**config.mk**
```make
export PLATFORM = sky130hd
export DESIGN_NAME = touch_event_ctrl
export DESIGN_NICKNAME = d
export VERILOG_FILES = /design/src/rtl/touch_pkg.sv /design/src/rtl/touch_evt_fifo.sv /design/src/rtl/touch_event_ctrl.sv
export SDC_FILE = /design/constraint.sdc
export NUM_CORES = 1
export LEC_CHECK = 0
export ABC_CLOCK_PERIOD_IN_PS = 3000
export BUFFER_PORTS_ARGS = -buffer_cell sky130_fd_sc_hd__buf_2
export CORE_MARGIN = 1
export CORE_UTILIZATION = 59
export CTS_CLUSTER_DIAMETER = 50
export CTS_CLUSTER_SIZE = 40
export DETAILED_ROUTE_END_ITERATION = 16
export HOLD_SLACK_MARGIN = 0.03
export PLACE_DENSITY_LB_ADDON = 0.25
export SLEW_MARGIN = 20
export SYNTH_ARGS = -nofsm -noshare
export SYNTH_HDL_FRONTEND = slang
export SYNTH_SLANG_ARGS = --single-unit
```
**constraint.sdc**
```tcl
create_clock -name CLK1K -period 3 [get_ports CLK1K]
set_input_delay 0.9 -clock CLK1K [delete_from_list [all_inputs] [get_ports CLK1K]]
set_output_delay 0.9 -clock CLK1K [all_outputs]
set_load 0.02 [all_outputs]
```
**src/rtl/touch_pkg.sv**
```systemverilog
// touch_pkg
//   Shared definitions for the touch gesture path: gesture codes carried from
//   the gesture detector to the CPU-side consumer, the lockout FSM state
//   encoding, and default timing constants (in CLK1K cycles) used by both the
//   detector and the event controller.
package touch_pkg;

  // Gesture codes as presented on EVT_CODE.
  localparam logic [1:0] GEST_NONE   = 2'b00;
  localparam logic [1:0] GEST_SINGLE = 2'b01;
  localparam logic [1:0] GEST_DOUBLE = 2'b10;
  localparam logic [1:0] GEST_LONG   = 2'b11;

  // Lockout FSM states.
  typedef enum logic {
    ST_OPEN = 1'b0,
    ST_LOCK = 1'b1
  } lock_state_e;

  // Default timing constants, 1 kHz clock.
  localparam int DEF_DEPTH     = 4;
  localparam int DEF_LOCK_CYC  = 300;
  localparam int DEF_STALE_CYC = 2000;

  // Fixed-priority pick among simultaneous key pulses: long > double > single.
  function automatic logic [1:0] arb_winner(input logic k3, input logic k2, input logic k1);
    if (k3)      return GEST_LONG;
    else if (k2) return GEST_DOUBLE;
    else if (k1) return GEST_SINGLE;
    else         return GEST_NONE;
  endfunction

endpackage

```
**src/rtl/touch_evt_fifo.sv**
```systemverilog
// touch_evt_fifo
//   Small synchronous FIFO holding gesture codes.
//   Ports:
//     clk, rst      clock, asynchronous active-high reset
//     push, din     write request and data; accepted when not full, or when
//                   a pop happens in the same cycle (pop frees the slot first)
//     pop           read request; ignored when empty
//     dout          head entry, forced to zero when empty
//     full, empty   occupancy flags
//     level         occupancy 0..DEPTH
module touch_evt_fifo #(
  parameter int DEPTH = 4,
  parameter int WIDTH = 2
) (
  input  logic                     clk,
  input  logic                     rst,
  input  logic                     push,
  input  logic                     pop,
  input  logic [WIDTH-1:0]         din,
  output logic [WIDTH-1:0]         dout,
  output logic                     full,
  output logic                     empty,
  output logic [$clog2(DEPTH):0]   level
);

  localparam int PTR_W = $clog2(DEPTH);
  localparam int LVL_W = PTR_W + 1;

  logic [WIDTH-1:0] mem_q [DEPTH];
  logic [PTR_W-1:0] rd_ptr_q, rd_ptr_d;
  logic [PTR_W-1:0] wr_ptr_q, wr_ptr_d;
  logic [LVL_W-1:0] level_q, level_d;
  logic             do_push, do_pop;

  assign empty = (level_q == '0);
  assign full  = (level_q == LVL_W'(DEPTH));
  assign level = level_q;
  assign dout  = empty ? '0 : mem_q[rd_ptr_q];

  always_comb begin
    do_pop   = pop && !empty;
    do_push  = push && (!full || do_pop);
    rd_ptr_d = rd_ptr_q;
    wr_ptr_d = wr_ptr_q;
    // DEPTH is a power of two, so natural pointer overflow is the modulo wrap.
    if (do_pop)  rd_ptr_d = rd_ptr_q + 1'b1;
    if (do_push) wr_ptr_d = wr_ptr_q + 1'b1;
    level_d = level_q + LVL_W'(do_push) - LVL_W'(do_pop);
  end

  always_ff @(posedge clk or posedge rst) begin
    if (rst) begin
      rd_ptr_q <= '0;
      wr_ptr_q <= '0;
      level_q  <= '0;
    end else begin
      rd_ptr_q <= rd_ptr_d;
      wr_ptr_q <= wr_ptr_d;
      level_q  <= level_d;
    end
  end

  // Storage needs no reset: contents are only visible through level_q.
  always_ff @(posedge clk) begin
    if (do_push) mem_q[wr_ptr_q] <= din;
  end

endmodule

```
**src/rtl/touch_event_ctrl.sv**
```systemverilog
// touch_event_ctrl
//   Collects single/double/long gesture pulses, arbitrates them, queues them
//   in a FIFO and presents them to a consumer over VALID/READY. Applies a
//   lockout after a long press and discards a head entry left unconsumed
//   for STALE_CYC cycles.
//   Ports:
//     CLK1K, RST           1 kHz clock, asynchronous active-high reset
//     EN                   capture enable (queue still drains when low)
//     KEY1/KEY2/KEY3       single / double / long gesture pulses
//     EVT_VALID/EVT_CODE   head entry and its code (00 when empty)
//     EVT_READY            consumer accepts head on VALID & READY
//     LEVEL                queue occupancy
//     OVF                  sticky overflow flag
//     DROP                 one-cycle pulse when any gesture is discarded
//     STALE                one-cycle pulse when the stale timer discards head
//     LOCKED               high during post-long-press lockout
module touch_event_ctrl
  import touch_pkg::*;
#(
  parameter int DEPTH     = DEF_DEPTH,
  parameter int LOCK_CYC  = DEF_LOCK_CYC,
  parameter int STALE_CYC = DEF_STALE_CYC
) (
  input  logic                   CLK1K,
  input  logic                   RST,
  input  logic                   EN,
  input  logic                   KEY1,
  input  logic                   KEY2,
  input  logic                   KEY3,
  output logic                   EVT_VALID,
  output logic [1:0]             EVT_CODE,
  input  logic                   EVT_READY,
  output logic [$clog2(DEPTH):0] LEVEL,
  output logic                   OVF,
  output logic                   DROP,
  output logic                   STALE,
  output logic                   LOCKED
);

  localparam int STALE_W = $clog2(STALE_CYC);
  localparam int LOCK_W  = $clog2(LOCK_CYC);

  lock_state_e        state_q, state_d;
  logic [LOCK_W-1:0]  lock_cnt_q, lock_cnt_d;
  logic [STALE_W-1:0] stale_cnt_q, stale_cnt_d;
  logic               ovf_q, ovf_d;
  logic               drop_q, drop_d;
  logic               stale_q, stale_d;
  logic               locked_q, locked_d;

  logic [1:0] win_code;
  logic       any_key, losers, capture, user_pop, stale_hit, pop;
  logic       push_req, ovf_hit;
  logic       fifo_full, fifo_empty;

  touch_evt_fifo #(
    .DEPTH (DEPTH),
    .WIDTH (2)
  ) u_fifo (
    .clk   (CLK1K),
    .rst   (RST),
    .push  (push_req),
    .pop   (pop),
    .din   (win_code),
    .dout  (EVT_CODE),
    .full  (fifo_full),
    .empty (fifo_empty),
    .level (LEVEL)
  );

  assign EVT_VALID = !fifo_empty;
  assign OVF       = ovf_q;
  assign DROP      = drop_q;
  assign STALE     = stale_q;
  assign LOCKED    = locked_q;

  always_comb begin
    win_code = arb_winner(KEY3, KEY2, KEY1);
    any_key  = KEY1 | KEY2 | KEY3;
    // More than one key asserted means at least one loser.
    losers   = (KEY3 & (KEY2 | KEY1)) | (KEY2 & KEY1);
    capture  = EN && (state_q == ST_OPEN);

    user_pop  = EVT_VALID && EVT_READY;
    // A consumer pop in the same cycle wins over the stale discard.
    stale_hit = EVT_VALID && !user_pop && (stale_cnt_q == STALE_W'(STALE_CYC - 1));
    pop       = user_pop || stale_hit;

    // Push proceeds when full only if a pop frees the slot first.
    push_req = capture && (win_code != GEST_NONE) && (!fifo_full || pop);
    ovf_hit  = capture && (win_code != GEST_NONE) && fifo_full && !pop;

    drop_d  = (EN && !capture && any_key) || (capture && (losers || ovf_hit));
    ovf_d   = ovf_q || ovf_hit;
    stale_d = stale_hit;

    // Age of the current head; restarts whenever the head changes or queue empties.
    if (pop || !EVT_VALID)
      stale_cnt_d = '0;
    else if (stale_cnt_q != '1)
      stale_cnt_d = stale_cnt_q + 1'b1;
    else
      stale_cnt_d = stale_cnt_q;

    state_d    = state_q;
    lock_cnt_d = lock_cnt_q;
    case (state_q)
      ST_OPEN: begin
        // A long press counts as accepted whether queued or lost to overflow.
        if (capture && (win_code == GEST_LONG)) begin
          state_d    = ST_LOCK;
          lock_cnt_d = LOCK_W'(LOCK_CYC - 1);
        end
      end
      ST_LOCK: begin
        if (lock_cnt_q == '0) state_d = ST_OPEN;
        else                  lock_cnt_d = lock_cnt_q - 1'b1;
      end
      default: state_d = ST_OPEN;
    endcase
    locked_d = (state_d == ST_LOCK);
  end

  always_ff @(posedge CLK1K or posedge RST) begin
    if (RST) begin
      state_q     <= ST_OPEN;
      lock_cnt_q  <= '0;
      stale_cnt_q <= '0;
      ovf_q       <= 1'b0;
      drop_q      <= 1'b0;
      stale_q     <= 1'b0;
      locked_q    <= 1'b0;
    end else begin
      state_q     <= state_d;
      lock_cnt_q  <= lock_cnt_d;
      stale_cnt_q <= stale_cnt_d;
      ovf_q       <= ovf_d;
      drop_q      <= drop_d;
      stale_q     <= stale_d;
      locked_q    <= locked_d;
    end
  end

endmodule

```
# After elaboration in Yosys (flattened, before gate mapping)

Memory sizes are Yosys's and may differ from the RTL's.
Index checks and enable logic that the tools add are counted.

Add/sub/neg operators: 6
Equal/unequal tests: 6
Muxes and demuxes: 14
Bitwise gates (word level): 6
Reductions and logical operators: 31

Operators by type and width:

| cell                                              | count |
|---|---|
| 2-to-1 mux 11 bit                                 | 2 |
| 2-to-1 mux 9 bit                                  | 2 |
| one-hot mux 9 bit (2 select lines)                | 1 |
| logical AND 1 bit                                 | 14 |
| adder 11 x 1 -> 11 bit (second input constant)    | 1 |
| == test 11 bit (second input constant)            | 1 |
| != test 11 bit (second input constant)            | 1 |
| zero test 9 bit                                   | 1 |
| subtractor 9 x 1 -> 9 bit (second input constant) | 1 |
| logical OR 1 bit                                  | 7 |
| 2-to-1 mux 2 bit                                  | 3 |
| zero test 1 bit                                   | 5 |
| 2-to-1 mux 1 bit                                  | 5 |
| adder 2 x 1 -> 2 bit (second input constant)      | 2 |
| nonzero test 2 bit                                | 2 |
| adder 3 x 1 -> 3 bit                              | 1 |
| == test 3 bit (second input constant)             | 1 |
| zero test 3 bit                                   | 1 |
| bitwise OR 1 bit                                  | 3 |
| subtractor 3 x 1 -> 3 bit                         | 1 |
| AND 1 bit                                         | 2 |
| == test 2 bit (second input constant)             | 1 |
| != test 2 x 1 -> 1 bit (second input constant)    | 1 |
| != test 2 bit (second input constant)             | 1 |
| 3 further kinds                                   | 3 |

Register bits: 31
Bits in writable memories: 8
Output and inout bits: 10
Memories kept: 1

Memory list:

| name         | depth | bits a word | read ports | clocked after memory_dff | write ports | line                 | source |
|---|---|---|---|---|---|---|---|
| u_fifo.mem_q | 4     | 2           | 1          | 0                        | 1           | touch_evt_fifo.sv:29 | `logic [WIDTH-1:0] mem_q [DEPTH];` |

# Longest topological paths before layout

Gate-level depths: netlist of the first run.

Depth after elaboration: 12
Gate-level depth with buffers: 11
Depth with buffers taken out: 11

# Modules after synthesis

A second synthesis of the first run with hierarchy kept.

Cell total of the unflattened synthesis: 185
Area total of the unflattened synthesis: 2011.9 µm²

By module, submodules not included:

| module           | instances | cells each | area an instance (µm²) | sequential area each (µm²) |
|---|---|---|---|---|
| touch_event_ctrl | 1         | 136        | 1283.7                 | 600.6 |
| touch_evt_fifo   | 1         | 49         | 728.2                  | 415.4 |

# Worst setup path after synthesis of the first run

OpenSTA, ideal clock, no wires.

Path type: input -> register
Start point: input port EVT_READY
End point: register u_fifo.level_q[2], in the netlist u_fifo.level[2]
Arrival time: 2515 ps
Required time: 2877 ps
Slack: 362 ps
Stages: 7
Path buffers: 1
Cells stage by stage: or4b_4 -> o21ba_1 -> buf_6 -> ha_1 -> fa_1 -> xnor2_1 -> xnor2_1

Longest elaborated chain between the ends: 10

Ends and longest elaborated chain:

| what                                                  | line                                         | source |
|---|---|---|
| from (decl)                                           | touch_event_ctrl.sv:32                       | `input logic EVT_READY,` |
| logical AND 1 bit (*)                                 | touch_event_ctrl.sv:84                       | `user_pop = EVT_VALID && EVT_READY;` |
| zero test 1 bit                                       | touch_event_ctrl.sv:86                       | `stale_hit = EVT_VALID && !user_pop && (stale_cnt_q == STALE_W'(STALE_CYC - 1));` |
| logical AND 1 bit (2 in a row)                        | touch_event_ctrl.sv:86                       |  |
| logical OR 1 bit (*)                                  | touch_event_ctrl.sv:87                       | `pop = user_pop \|\| stale_hit;` |
| logical OR 1 bit or logical AND 1 bit (tied branches) | touch_event_ctrl.sv:90, touch_evt_fifo.sv:41 |  |
| logical AND 1 bit or logical OR 1 bit (tied branches) | touch_event_ctrl.sv:90, touch_evt_fifo.sv:42 |  |
| logical AND 1 bit (*)                                 | touch_evt_fifo.sv:42                         | `do_push = push && (!full \|\| do_pop);` |
| named net u_fifo.do_push                              | touch_evt_fifo.sv:33                         | `logic do_push, do_pop;` |
| adder 3 x 1 -> 3 bit (*)                              | touch_evt_fifo.sv:48                         | `level_d = level_q + LVL_W'(do_push) - LVL_W'(do_pop);` |
| subtractor 3 x 1 -> 3 bit (*)                         | touch_evt_fifo.sv:48                         |  |
| named net u_fifo.level_d[2]                           | touch_evt_fifo.sv:32                         | `logic [LVL_W-1:0] level_q, level_d;` |
| to (signal assigned)                                  | touch_evt_fifo.sv:59                         | `level_q <= level_d;` |
| to (decl)                                             | touch_evt_fifo.sv:32                         |  |

Mark *: on every way through the listed nets, which the timed path passes. The rest lies on a longest branch.
A chain may end at the register's enable or synchronous reset.

# Final worst setup path of the first run

Start point: register stale_cnt_q[0]
End point: register u_fifo.level_q[2], in the netlist u_fifo.level[2]

Longest elaborated chain between the ends: 8

Ends and longest elaborated chain:

| what                          | line                    | source |
|---|---|---|
| from (decl)                   | touch_event_ctrl.sv:45  | `logic [STALE_W-1:0] stale_cnt_q, stale_cnt_d;` |
| from (signal assigned)        | touch_event_ctrl.sv:136 | `stale_cnt_q <= stale_cnt_d;` |
| == test 11 bit (*)            | touch_event_ctrl.sv:86  |  |
| logical AND 1 bit (*)         | touch_event_ctrl.sv:86  |  |
| logical OR 1 bit (*)          | touch_event_ctrl.sv:87  |  |
| logical AND 1 bit (*)         | touch_evt_fifo.sv:41    | `do_pop = pop && !empty;` |
| named net u_fifo.do_pop       | touch_evt_fifo.sv:33    |  |
| logical OR 1 bit              | touch_evt_fifo.sv:42    |  |
| logical AND 1 bit             | touch_evt_fifo.sv:42    |  |
| adder 3 x 1 -> 3 bit          | touch_evt_fifo.sv:48    |  |
| subtractor 3 x 1 -> 3 bit (*) | touch_evt_fifo.sv:48    |  |
| named net u_fifo.level_d[2]   | touch_evt_fifo.sv:32    |  |

Marked as above.

==> metrics.yaml, run 1 <==
power.total_mw: 1.77
route.detailed.drc: 0
power_frac_comb_pct: 34.1
hpwl_mm: 2.79
yosysTopAreaCell: "dfrtp_1"
synth_nets: 202
synth_area_mm2: 0.00202
critPathCaptureType: "register"
finalHoldViolCount: 0
rr_worst_depth: 11
ioPinCount: 17
multi_input_area_um2: 927
p_clk_share_pct: 19.5
fin_crit_sh_pct: 88.2
yosys_warnings: 0
worstPathCellList: "ha_1 > nand3_1 > nor4_4 > o21ai_0 > inv_1 > ha_1 > inv_1 > ha_1 > fa_1 > xnor2_1 > xnor2_1"
drt_iter0_drc: 140
seq_power_share_pct: 46.4
ys_seq_elements: 39
cts_setup_buffers: 0
cts_buffers: 5
internal_power_mw: 1.11
setup_viol: 0
fp-row-count: 20
ys_seq_area_share_pct: 50.4
leakage_nw: 0.953
nFillCells: 241
crit_path_max_incr_delay_ns: 0.45
initial_core_util_pct: 63.9
cts_tree: "yes"
grt_pass1_wl_mm: 6.17
num_vias: 1413
port_buffers: 16
stdcell_count: 252
drt-pass1-iter-count: 4
diodes: 0
cts.clk_slew.worst_paths_ns: 0.12
maxCapViolCount: 0
first_global_vias: 1413
finClkSkew_ns: 0.0114
worstPathRequired_ns: 3.27
ys.flop_type: "dfrtp_1"
regArea_mm2: 0.00102
postCtsHoldBufs: 0
ir_drop_v: 0.000508
relSlewSlack_pct: 65.9
hold_path.class: "reg -> reg"
crit_type: "reg -> reg"
die_area_mm2: 0.00365
status: "completed"
fp.coreArea_mm2: 0.00315
cp_common_cell: "ha_1"
dp.cells: 244
yosysTopAreaCellShare_pct: 38.5
min_period_ns: 2.65
dieHeight_um: 60.5
fin_nets: 223
path_max_fanout: 6
whs_ns: 0.498
final.setup.tns_ns: 0
grt_max_degree: 32
die_w_um: 60.5
clk_root_buffer_cell: "clkbuf_4"
synth_edf_count: 8
synthToLayoutAreaGrowth_pct: 9.87
clk_latency_ns: 0.35
syn_inst: 186
ctsHtreeMaxLevel: 2
gp_congestion: 0.871
antenna_found_initial: 0
grt_usage_pct: 23.6
startpoint: "stale_cnt_q[0]"
rsz0062_at_grt: "no"
wirelength_mm: 3.69
powerDensity_mw_per_mm2: 801
clock_sinks: 39
power.net_switching_mw: 0.659
synthArstFlopShare_pct: 79.5
switching_share_pct: 37.2
clk_path_buf_depth: 2
syn_area_per_cell_um2: 10.8
antenna_left: 0
yosysUniqueCellTypes: 49
crit_end: "u_fifo.level[2]"
synth_area_leaders: "dfrtp_1 (38%), edfxtp_1 (12%), ha_1 (5.0%), nor2_1 (4.7%), nor3_1 (3.2%)"
ctsResizeCount: 0
worstMarginPinSlew_ns: 0.507
vias_per_cell: 5.61
rr_startpoint: "stale_cnt_q[0]"
crit_slowest_cell: "dfrtp_1"
startpoint_type: "register"
r2r_slack_ns: 0.35
maxSlewViolCount: 0
post-route-util_pct: 70.2
drive_gt1_share_pct: 18.8
clock.fmax_ghz: 0.378
timing.rr.end: "u_fifo.level[2]"
overflow: 0
cp.arrival_ns: 2.91
wire_per_inst_um: 14.6
## critical path, delay by kind of cell, from the launching register on
kind / cells / cell delay, ns
AO/OA/AOI/OAI: 1 / 0.27
XOR/XNOR: 2 / 0.34
adder cells (fa/ha/maj): 4 / 1.14
buffers and inverters: 2 / 0.13
flip-flops: 1 / 0.45
AND/OR/NAND/NOR: 2 / 0.25
## flip-flops by register name (all words and copies together), names as in the netlist
register and cells:
stale_cnt_q 11, lock_cnt_q 9, u_fifo.mem_q 8, u_fifo.level 3, u_fifo.rd_ptr_q 2, u_fifo.wr_ptr_q 2, DROP 1, LOCKED 1
OVF 1, STALE 1
## power by group through the flow
stage	logic, mW	registers, mW	clock network, mW
after floorplan	0.441	0.820	0
after global placement	0.569	0.814	0
after detailed placement	0.612	0.829	0
after CTS	0.614	0.821	0.352
after global routing	0.683	0.843	0.376
final	0.605	0.822	0.346
## Yosys cell counts, types with 2 or more instances
cell,instances
o211ai_1,2
nor3_1,13
xor2_1,2
nor2_1,25
or3_1,2
ha_1,8
o21ai_0,2
xnor2_1,6
edfxtp_1,8
a31oi_1,3
a211oi_1,3
a21boi_0,2
inv_1,14
a21oi_1,4
and3_1,4
and2_2,4
dfrtp_1,31
nand2_1,9
nand4_2,2
and2_1,3
mux4_2,2
and4_1,2
nand3_1,6
mux2i_1,4
## stage by stage
| stage | area, µm² | setup slack (ns) |
|---|---|---|
| 3_5_place_dp | 2140 | 0.119 |
| 2_1_floorplan | 2020 | 0.362 |
| 6_report | 2210 | 0.354 |
| 4_1_cts | 2210 | 0.355 |
| 5_1_grt | 2210 | 0.168 |
| 3_3_place_gp | 2140 | 0.206 |
## per-layer routing
layer | global-route usage, % | share of wire (%) | up-vias
li1 | - | - | 700
met1 | 28.5 | 44 | 672
met2 | 39.4 | 50 | 31
met3 | 6.40 | 3.5 | 10
met4 | 11.0 | 1.9 | 0
met5 | 0 | 0 | -
## worst min-delay path by stage
stage             startpoint            end  slack, ns  cells after the start
2_1_floorplan  lock_cnt_q[0]  lock_cnt_q[0]       0.46                      1
3_3_place_gp             OVF            OVF       0.46                      2
3_5_place_dp             OVF            OVF       0.47                      2
4_1_cts                  OVF            OVF       0.49                      2
5_1_grt                  OVF            OVF       0.52                      2
6_report                 OVF            OVF       0.50                      2
## cells in the final DEF, fill, tap and decap left out, types with 3 or more instances in the layout
cell | Yosys | final
inv_1 | 14 | 14
nand3_1 | 6 | 6
clkbuf_4 | 0 | 5
a31oi_1 | 3 | 3
and2_1 | 3 | 3
dfrtp_1 | 31 | 31
a21oi_1 | 4 | 4
xnor2_1 | 6 | 6
and2_2 | 4 | 4
a211oi_1 | 3 | 3
and3_1 | 4 | 4
buf_2 | 1 | 16
ha_1 | 8 | 8
nor2_1 | 25 | 25
nor3_1 | 13 | 13
edfxtp_1 | 8 | 8
nand2_1 | 9 | 9
mux2i_1 | 4 | 4
## logic make-up after synthesis
group	share of synthesized area (%)
adder cells (fa/ha/maj)	6.46
AND/OR/NAND/NOR	22.4
AO/OA/AOI/OAI	8.69
buffers and inverters	3.60
flip-flops	50.4
XOR/XNOR	3.48
multiplexers	4.97
## cell type report
class / count / share of cell area, %
timing repair buffer: 17 / 3.95
inverter: 14 / 2.37
clock buffer: 5 / 1.69
sequential: 39 / 45.9
multi-input combinational: 130 / 41.9
tap: 44 / 2.49
clock inverter: 3 / 1.75
No activity file was read; power rests on OpenSTA's default activity.
==> run 2, diff against run 1 <==
--- a/config.mk
+++ b/config.mk
@@ -5,6 +5,7 @@
 export SDC_FILE = /design/constraint.sdc
 export NUM_CORES = 1
 export LEC_CHECK = 0
+export ABC_AREA = 1
 export ABC_CLOCK_PERIOD_IN_PS = 3000
 export BUFFER_PORTS_ARGS = -buffer_cell sky130_fd_sc_hd__buf_2
 export CORE_MARGIN = 1
==> run 2 against run 1 <==
Net effect:
- clock skew is 0.0049 ns lower
- clock power shrank 26%
- fmax grew 7.4%
- via count is 13% higher
==> metrics.yaml, run 2 <==
status: "completed"
synthToLayoutAreaGrowth_pct: 7.96
finClkSkew_ns: 0.00644  # -0.00494 ns
ir_drop_v: 0.000457  # -10%
diodes: 0  # unchanged
cp.arrival_ns: 2.74  # -0.17 ns
worst-path-buf-inv: 1  # -1
drive_gt1_share_pct: 14.2  # -4.5 points
port_buffers: 16  # unchanged
num_vias: 1596  # +13%
power_frac_comb_pct: 42.0  # +7.9 points
yosys_warnings: 0  # unchanged
path_max_fanout: 4  # -2
worstMarginPinSlew_ns: 0.375  # -0.132 ns
grt_max_degree: 32  # unchanged
rsz0062_at_grt: "no"
fp-row-count: 21  # +5.0%
synth_edf_count: 8  # unchanged
dieHeight_um: 62.0  # +2.5%
relSlewSlack_pct: 75.0  # +9.1 points
most-common-layout-cells: "nand2_1 (48), inv_1 (42), nor2_1 (36)"
startpoint_type: "register"
startpoint: "stale_cnt_q[0]"
ctsResizeCount: 0  # unchanged
fin_area_mm2: 0.00229  # +3.4%
clk_root_buffer_cell: "clkbuf_4"
wirelength_mm: 3.58  # -2.8%
die_w_um: 62.0  # +2.5%
grt_pass1_wl_mm: 5.80  # -5.9%
drt_iter0_drc: 60  # -57%
synth_area_leaders: "dfrtp_1 (37%), edfxtp_1 (11%), nand2_1 (8.5%), inv_1 (7.4%), nor2_1 (6.4%)"
cp_num_cells: 11  # unchanged
fp.coreArea_mm2: 0.00339  # +7.5%
largest_reg_flops: 11  # unchanged
overflow: 0  # unchanged
fin_ws_ns: 0.537  # +0.183 ns
leakage_nw: 1.18  # +24%
die_area_mm2: 0.00384  # +5.0%
fin_nets: 289  # +30%
grt_usage_pct: 21.3  # -2.3 points
internal_power_mw: 1.04  # -6.7%
yosysTopAreaCellShare_pct: 36.6  # -1.9 points
powerDensity_mw_per_mm2: 789  # -1.5%
synthArstFlopShare_pct: 79.5  # unchanged
seq_power_share_pct: 43.9  # -2.5 points
critPathCaptureType: "register"
synth_nets: 268  # +33%
final.setup.tns_ns: 0  # unchanged
antenna_found_initial: 0  # unchanged
antenna_left: 0  # unchanged
whs_ns: 0.498  # +0.000187 ns
ioPinCount: 17  # unchanged
first_global_vias: 1401  # -0.85%
clock.fmax_ghz: 0.406  # +7.4%
ys_seq_elements: 39  # unchanged
syn_inst: 252  # +35%
syn_area_per_cell_um2: 8.42  # -22%
fin_crit_sh_pct: 82.1  # -6.1 points
yosysUniqueCellTypes: 23  # -53%
synth.most_common_cell: "nand2_1"
clk_latency_ns: 0.34  # about the same
drt-pass1-iter-count: 4  # unchanged
finalHoldViolCount: 0  # unchanged
clock_sinks: 39  # unchanged
synth_area_mm2: 0.00212  # +5.2%
setup_viol: 0  # unchanged
path_delay_family: "adder cells"
route.detailed.drc: 0  # unchanged
ys.flop_type: "dfrtp_1"
cts_tree: "yes"
dp_slack_ns: 0.276  # +0.157 ns
synth_commonest_cells: "nand2_1 (48), inv_1 (42), nor2_1 (36), dfrtp_1 (31), nand3_1 (19)"
rr_worst_depth: 11  # unchanged
r2r_slack_ns: 0.54  # +0.18 ns
maxCapViolCount: 0  # unchanged
min_period_ns: 2.46  # -0.183 ns
wire_per_inst_um: 11.2  # -23%
gp_congestion: 0.814  # -6.5%
ys_seq_area_share_pct: 47.9  # -2.5 points
clk_path_buf_depth: 2  # unchanged
crit_type: "reg -> reg"
power.net_switching_mw: 0.766  # +16%
worstPathRequired_ns: 3.27  # about the same
switching_share_pct: 42.4  # +5.3 points
crit_end: "u_fifo.level[2]"
postCtsHoldBufs: 0  # unchanged
placed_area_mm2: 0.00224  # +4.7%
cts.clk_slew.worst_paths_ns: 0.11  # about the same
regMostFlops: "stale_cnt_q"
cp_common_cell: "ha_1"
rr_startpoint: "stale_cnt_q[0]"
yosysTopAreaCell: "dfrtp_1"
cts_setup_buffers: 0  # unchanged
final_common_cell: "nand2_1"
hold_path.class: "reg -> reg"
p_clk_share_pct: 14.2  # -5.3 points
crit_slowest_cell: "dfrtp_1"
worstPathCellList: "ha_1 > nand3_1 > nor2_1 > nand3_2 > nand2_1 > ha_1 > inv_1 > ha_1 > fa_1 > xnor2_1 > xor2_1"
reg.largest.list: "stale_cnt_q x11, lock_cnt_q x9, u_fifo.mem_q x8"
crit_path_max_incr_delay_ns: 0.43  # -0.02 ns
ctsHtreeMaxLevel: 2  # unchanged
vias_per_cell: 4.99  # -11%
initial_core_util_pct: 62.6  # -1.4 points
maxSlewViolCount: 0  # unchanged
timing.rr.end: "u_fifo.level[2]"
cts_buffers: 5  # unchanged
hpwl_mm: 2.71  # -3.0%
## run 2: metal layers
| layer | vias to the layer above | wire length [µm] | global-route usage [%] |
|---|---|---|---|
| met1 | 731 | 1680 | 26.4 |
| li1 | 833 | - | - |
| met5 | - | 0 | 0 |
| met3 | 7 | 110 | 4.35 |
| met2 | 25 | 1720 | 35.9 |
| met4 | 0 | 70 | 9.52 |
## run 2: power by group through the flow
stage	clock, mW	combinational, mW	sequential (mW)
after global placement	0	0.740	0.801
after CTS	0.265	0.768	0.793
after global routing	0.284	0.887	0.817
final	0.256	0.758	0.792
after floorplan	0	0.611	0.793
after detailed placement	0	0.764	0.804
## run 2: layout make-up
class	count	area (µm²)
Fill cell	278	1100
Sequential cell	39	1020
Multi-Input combinational cell	168	921
Inverter	42	158
Timing Repair Buffer	17	87.6
Tap cell	46	57.6
Clock buffer	7	45.0
Clock inverter	1	5.00
## run 2: per-stage QoR
stage,instances,power (mW),utilization [%]
after floorplan,252,1.40,-
after global placement,312,1.54,66.1
after detailed placement,312,1.57,66.1
after CTS,320,1.83,67.6
after global routing,320,1.99,67.6
final,320,1.81,67.6
## run 2: logic make-up (layout without fill, tap and decap cells)
logic type,count (synthesis),in the layout,synth area share (%)
DFF,39,39,47.9
and+or+nand+nor,122,122,25.7
xor gates and xnor gates,14,14,5.78
adders and majority gates,9,9,5.66
AOI/OAI and AO/OA,23,23,6.31
buffers and inverters,45,67,8.67
## run 2: worst min path at each step
stage | start | end | slack, ns | depth (start not counted)
5_1_grt | OVF | OVF | 0.53 | 2
2_1_floorplan | u_fifo.rd_ptr_q[1] | u_fifo.rd_ptr_q[1] | 0.48 | 2
3_3_place_gp | OVF | OVF | 0.47 | 2
4_1_cts | OVF | OVF | 0.50 | 2
3_5_place_dp | OVF | OVF | 0.47 | 2
6_report | u_fifo.level[1] | u_fifo.level[2] | 0.50 | 1
## run 2: worst reg2reg max path, cell delays in order (launching register included)
cell     delay (ns)
dfrtp_1        0.43
ha_1           0.25
nand3_1        0.16
nor2_1         0.08
nand3_2        0.10
nand2_1        0.13
ha_1           0.30
inv_1          0.04
ha_1           0.18
fa_1           0.38
xnor2_1        0.18
xor2_1         0.17
==> run 3, diff against run 2 <==
--- a/config.mk
+++ b/config.mk
@@ -5,11 +5,11 @@
 export SDC_FILE = /design/constraint.sdc
 export NUM_CORES = 1
 export LEC_CHECK = 0
-export ABC_AREA = 1
-export ABC_CLOCK_PERIOD_IN_PS = 3000
+export ABC_AREA = 0
+export ABC_CLOCK_PERIOD_IN_PS = 2200
 export BUFFER_PORTS_ARGS = -buffer_cell sky130_fd_sc_hd__buf_2
 export CORE_MARGIN = 1
-export CORE_UTILIZATION = 59
+export CORE_UTILIZATION = 53
 export CTS_CLUSTER_DIAMETER = 50
 export CTS_CLUSTER_SIZE = 40
 export DETAILED_ROUTE_END_ITERATION = 16
==> constraint.sdc (replaced) <==
create_clock -name CLK1K -period 2.2 [get_ports CLK1K]
set_input_delay 0.66 -clock CLK1K [delete_from_list [all_inputs] [get_ports CLK1K]]
set_output_delay 0.66 -clock CLK1K [all_outputs]
set_load 0.02 [all_outputs]
==> run 3 against run 2 <==
Net effect:
- sequential power grew 41%
- via count shrank 3.8%
- design area grew 8.8%
- worst hold slack lost 0.062 ns
- clock skew shrank 0.0030 ns
- combinational power grew 33%
- count of clock-buffer cells in the layout is the same
- sequential share of layout area shrank 3.5 points
- clock power grew 92%
==> metrics.yaml, run 3 (same netlist as run 1, synthesis figures left out) <==
status: "completed"
first_global_vias: 1530  # +9.2%
worstMarginPinSlew_ns: 0.486  # +0.110 ns
clk_path_buf_depth: 2  # unchanged
die_w_um: 63.7  # +2.8%
grt_max_degree: 32  # unchanged
hpwl_mm: 2.85  # +5.3%
maxSlewViolCount: 0  # unchanged
setup_viol: 0  # unchanged
r2r_slack_ns: 0.04  # -0.50 ns
nFillCells: 260  # -6.5%
route.detailed.drc: 0  # unchanged
power.total_mw: 2.62  # +45%
synthToLayoutAreaGrowth_pct: 23.6
die_area_mm2: 0.00405  # +5.6%
dieHeight_um: 63.7  # +2.8%
num_vias: 1535  # -3.8%
min_period_ns: 2.16  # -0.299 ns
crit_type: "reg -> reg"
leakage_nw: 1.09  # -7.8%
post-route-util_pct: 68.0  # +0.49 points
vias_per_cell: 5.48  # +9.9%
fp-row-count: 22  # +4.8%
maxCapViolCount: 0  # unchanged
initial_core_util_pct: 55.1  # -7.5 points
postCtsHoldBufs: 0  # unchanged
finClkSkew_ns: 0.00349  # -0.00295 ns
startpoint: "stale_cnt_q[0]"
cts_buffers: 5  # unchanged
relSlewSlack_pct: 67.4  # -7.6 points
drt-pass1-iter-count: 4  # unchanged
drive_gt1_share_pct: 33.2  # +19 points
regMostFlops: "stale_cnt_q"
port_buffers: 16  # unchanged
grt_pass1_wl_mm: 6.45  # +11%
largest_reg_flops: 11  # unchanged
cts.clk_slew.worst_paths_ns: 0.07  # -0.04 ns
multi_input_area_um2: 988  # +7.3%
regArea_mm2: 0.00102  # +0.25%
antenna_left: 0  # unchanged
diodes: 0  # unchanged
wire_per_inst_um: 14.3  # +28%
clock.fmax_ghz: 0.462  # +14%
overflow: 0  # unchanged
ir_drop_v: 0.000671  # +47%
ctsHtreeMaxLevel: 2  # unchanged
cts_tree: "yes"
path_max_fanout: 2  # -2
drt_iter0_drc: 111  # +85%
rr_startpoint: "stale_cnt_q[0]"
crit_end: "u_fifo.level[2]"
finalHoldViolCount: 0  # unchanged
most-common-layout-cells: "dfrtp_1 (29), nor2_1 (25), buf_4 (25)"
gp_congestion: 0.854  # +4.9%
final_common_cell: "dfrtp_1"
critPathCaptureType: "register"
powerDensity_mw_per_mm2: 1050  # +33%
wirelength_mm: 4.00  # +12%
fin_nets: 247  # -15%
cp.arrival_ns: 2.34  # -0.40 ns
startpoint_type: "register"
clock_sinks: 39  # unchanged
grt_usage_pct: 20.7  # -0.62 points
worstPathRequired_ns: 2.38  # -0.89 ns
fp.coreArea_mm2: 0.00366  # +8.0%
rr_worst_depth: 11  # unchanged
clk_latency_ns: 0.29  # -0.05 ns
timing.rr.end: "u_fifo.level[2]"
reg.largest.list: "stale_cnt_q x11, lock_cnt_q x9, u_fifo.mem_q x8"
fin_crit_sh_pct: 98.4  # +16 points
final.setup.tns_ns: 0  # unchanged
ioPinCount: 17  # unchanged
hold_path.class: "in -> async"
clk_root_buffer_cell: "clkbuf_8"
antenna_found_initial: 0  # unchanged
-- run 3: cell count changes in the layout (fill, tap and decap cells not counted), sizes merged, moves of 6 or more --
cell and delta:
nand2 -45, nor2 -13, o21ai -8, and2 +7, a21oi -6, nor3 +10
buf +24, nand3 -18, xor2 -6, inv -28
-- run 3: where the power goes --
part	leakage (nW)	total (mW)	switching, mW	internal, mW
registers	0.452	1.12	0.202	0.915
clock network	0.0482	0.492	0.239	0.253
logic	0.586	1.01	0.496	0.510
total	1.09	2.62	0.938	1.68
-- run 3: how the worst min path moves through the flow --
stage                          endpoint  cells after the start          start
final                     lock_cnt_q[0]                      3            RST
after global routing      lock_cnt_q[3]                      3            RST
after CTS                 lock_cnt_q[0]                      3            RST
after detailed placement            OVF                      2            OVF
after global placement              OVF                      2            OVF
after floorplan           lock_cnt_q[0]                      1  lock_cnt_q[0]
-- run 3: per-layer routing --
metal / wire length [µm] / global-route usage (%)
met5: 0 / 0
met4: 57 / 7.10
met3: 162 / 5.07
met2: 2090 / 36.4
met1: 1690 / 24.3
-- run 3: cell type report --
| type | instances | area share, % |
|---|---|---|
| timing repair buffer | 41 | 11.3 |
| clock inverter | 1 | 0.201 |
| multi-input combinational | 130 | 39.7 |
| clock buffer | 7 | 3.47 |
| sequential | 39 | 40.9 |
| inverter | 14 | 2.11 |
| tap | 48 | 2.41 |
-- run 3: critical path: stages (launching register included) --
cell and delay [ns]:
dfrtp_1 0.39, ha_2 0.22, nand3_4 0.08, nor4_4 0.05, o21ai_2 0.17, inv_2 0.06
ha_4 0.25, inv_1 0.04, ha_2 0.17, fa_2 0.35, xnor2_2 0.14, xnor2_1 0.12
-- run 3: what timing repair did --
| action | 4_1_cts | 5_1_grt |
|---|---|---|
| pin swaps | 0 | 4 |
| setup buffers | 0 | 3 |
| endpoints found under the setup margin | 4 | 3 |
| gates resized for setup | 4 | 15 |
-- run 3: per-stage QoR --
stage               setup WS (ns)  std cells  area, µm²  hold WS [ns]
floorplan                  -0.157        186       2020         0.461
global placement           -0.177        269       2300         0.450
detailed placement         -0.213        269       2300         0.463
CTS                      -0.00515        277       2400         0.449
global route              -0.0389        280       2490         0.481
finish                     0.0354        280       2490         0.436
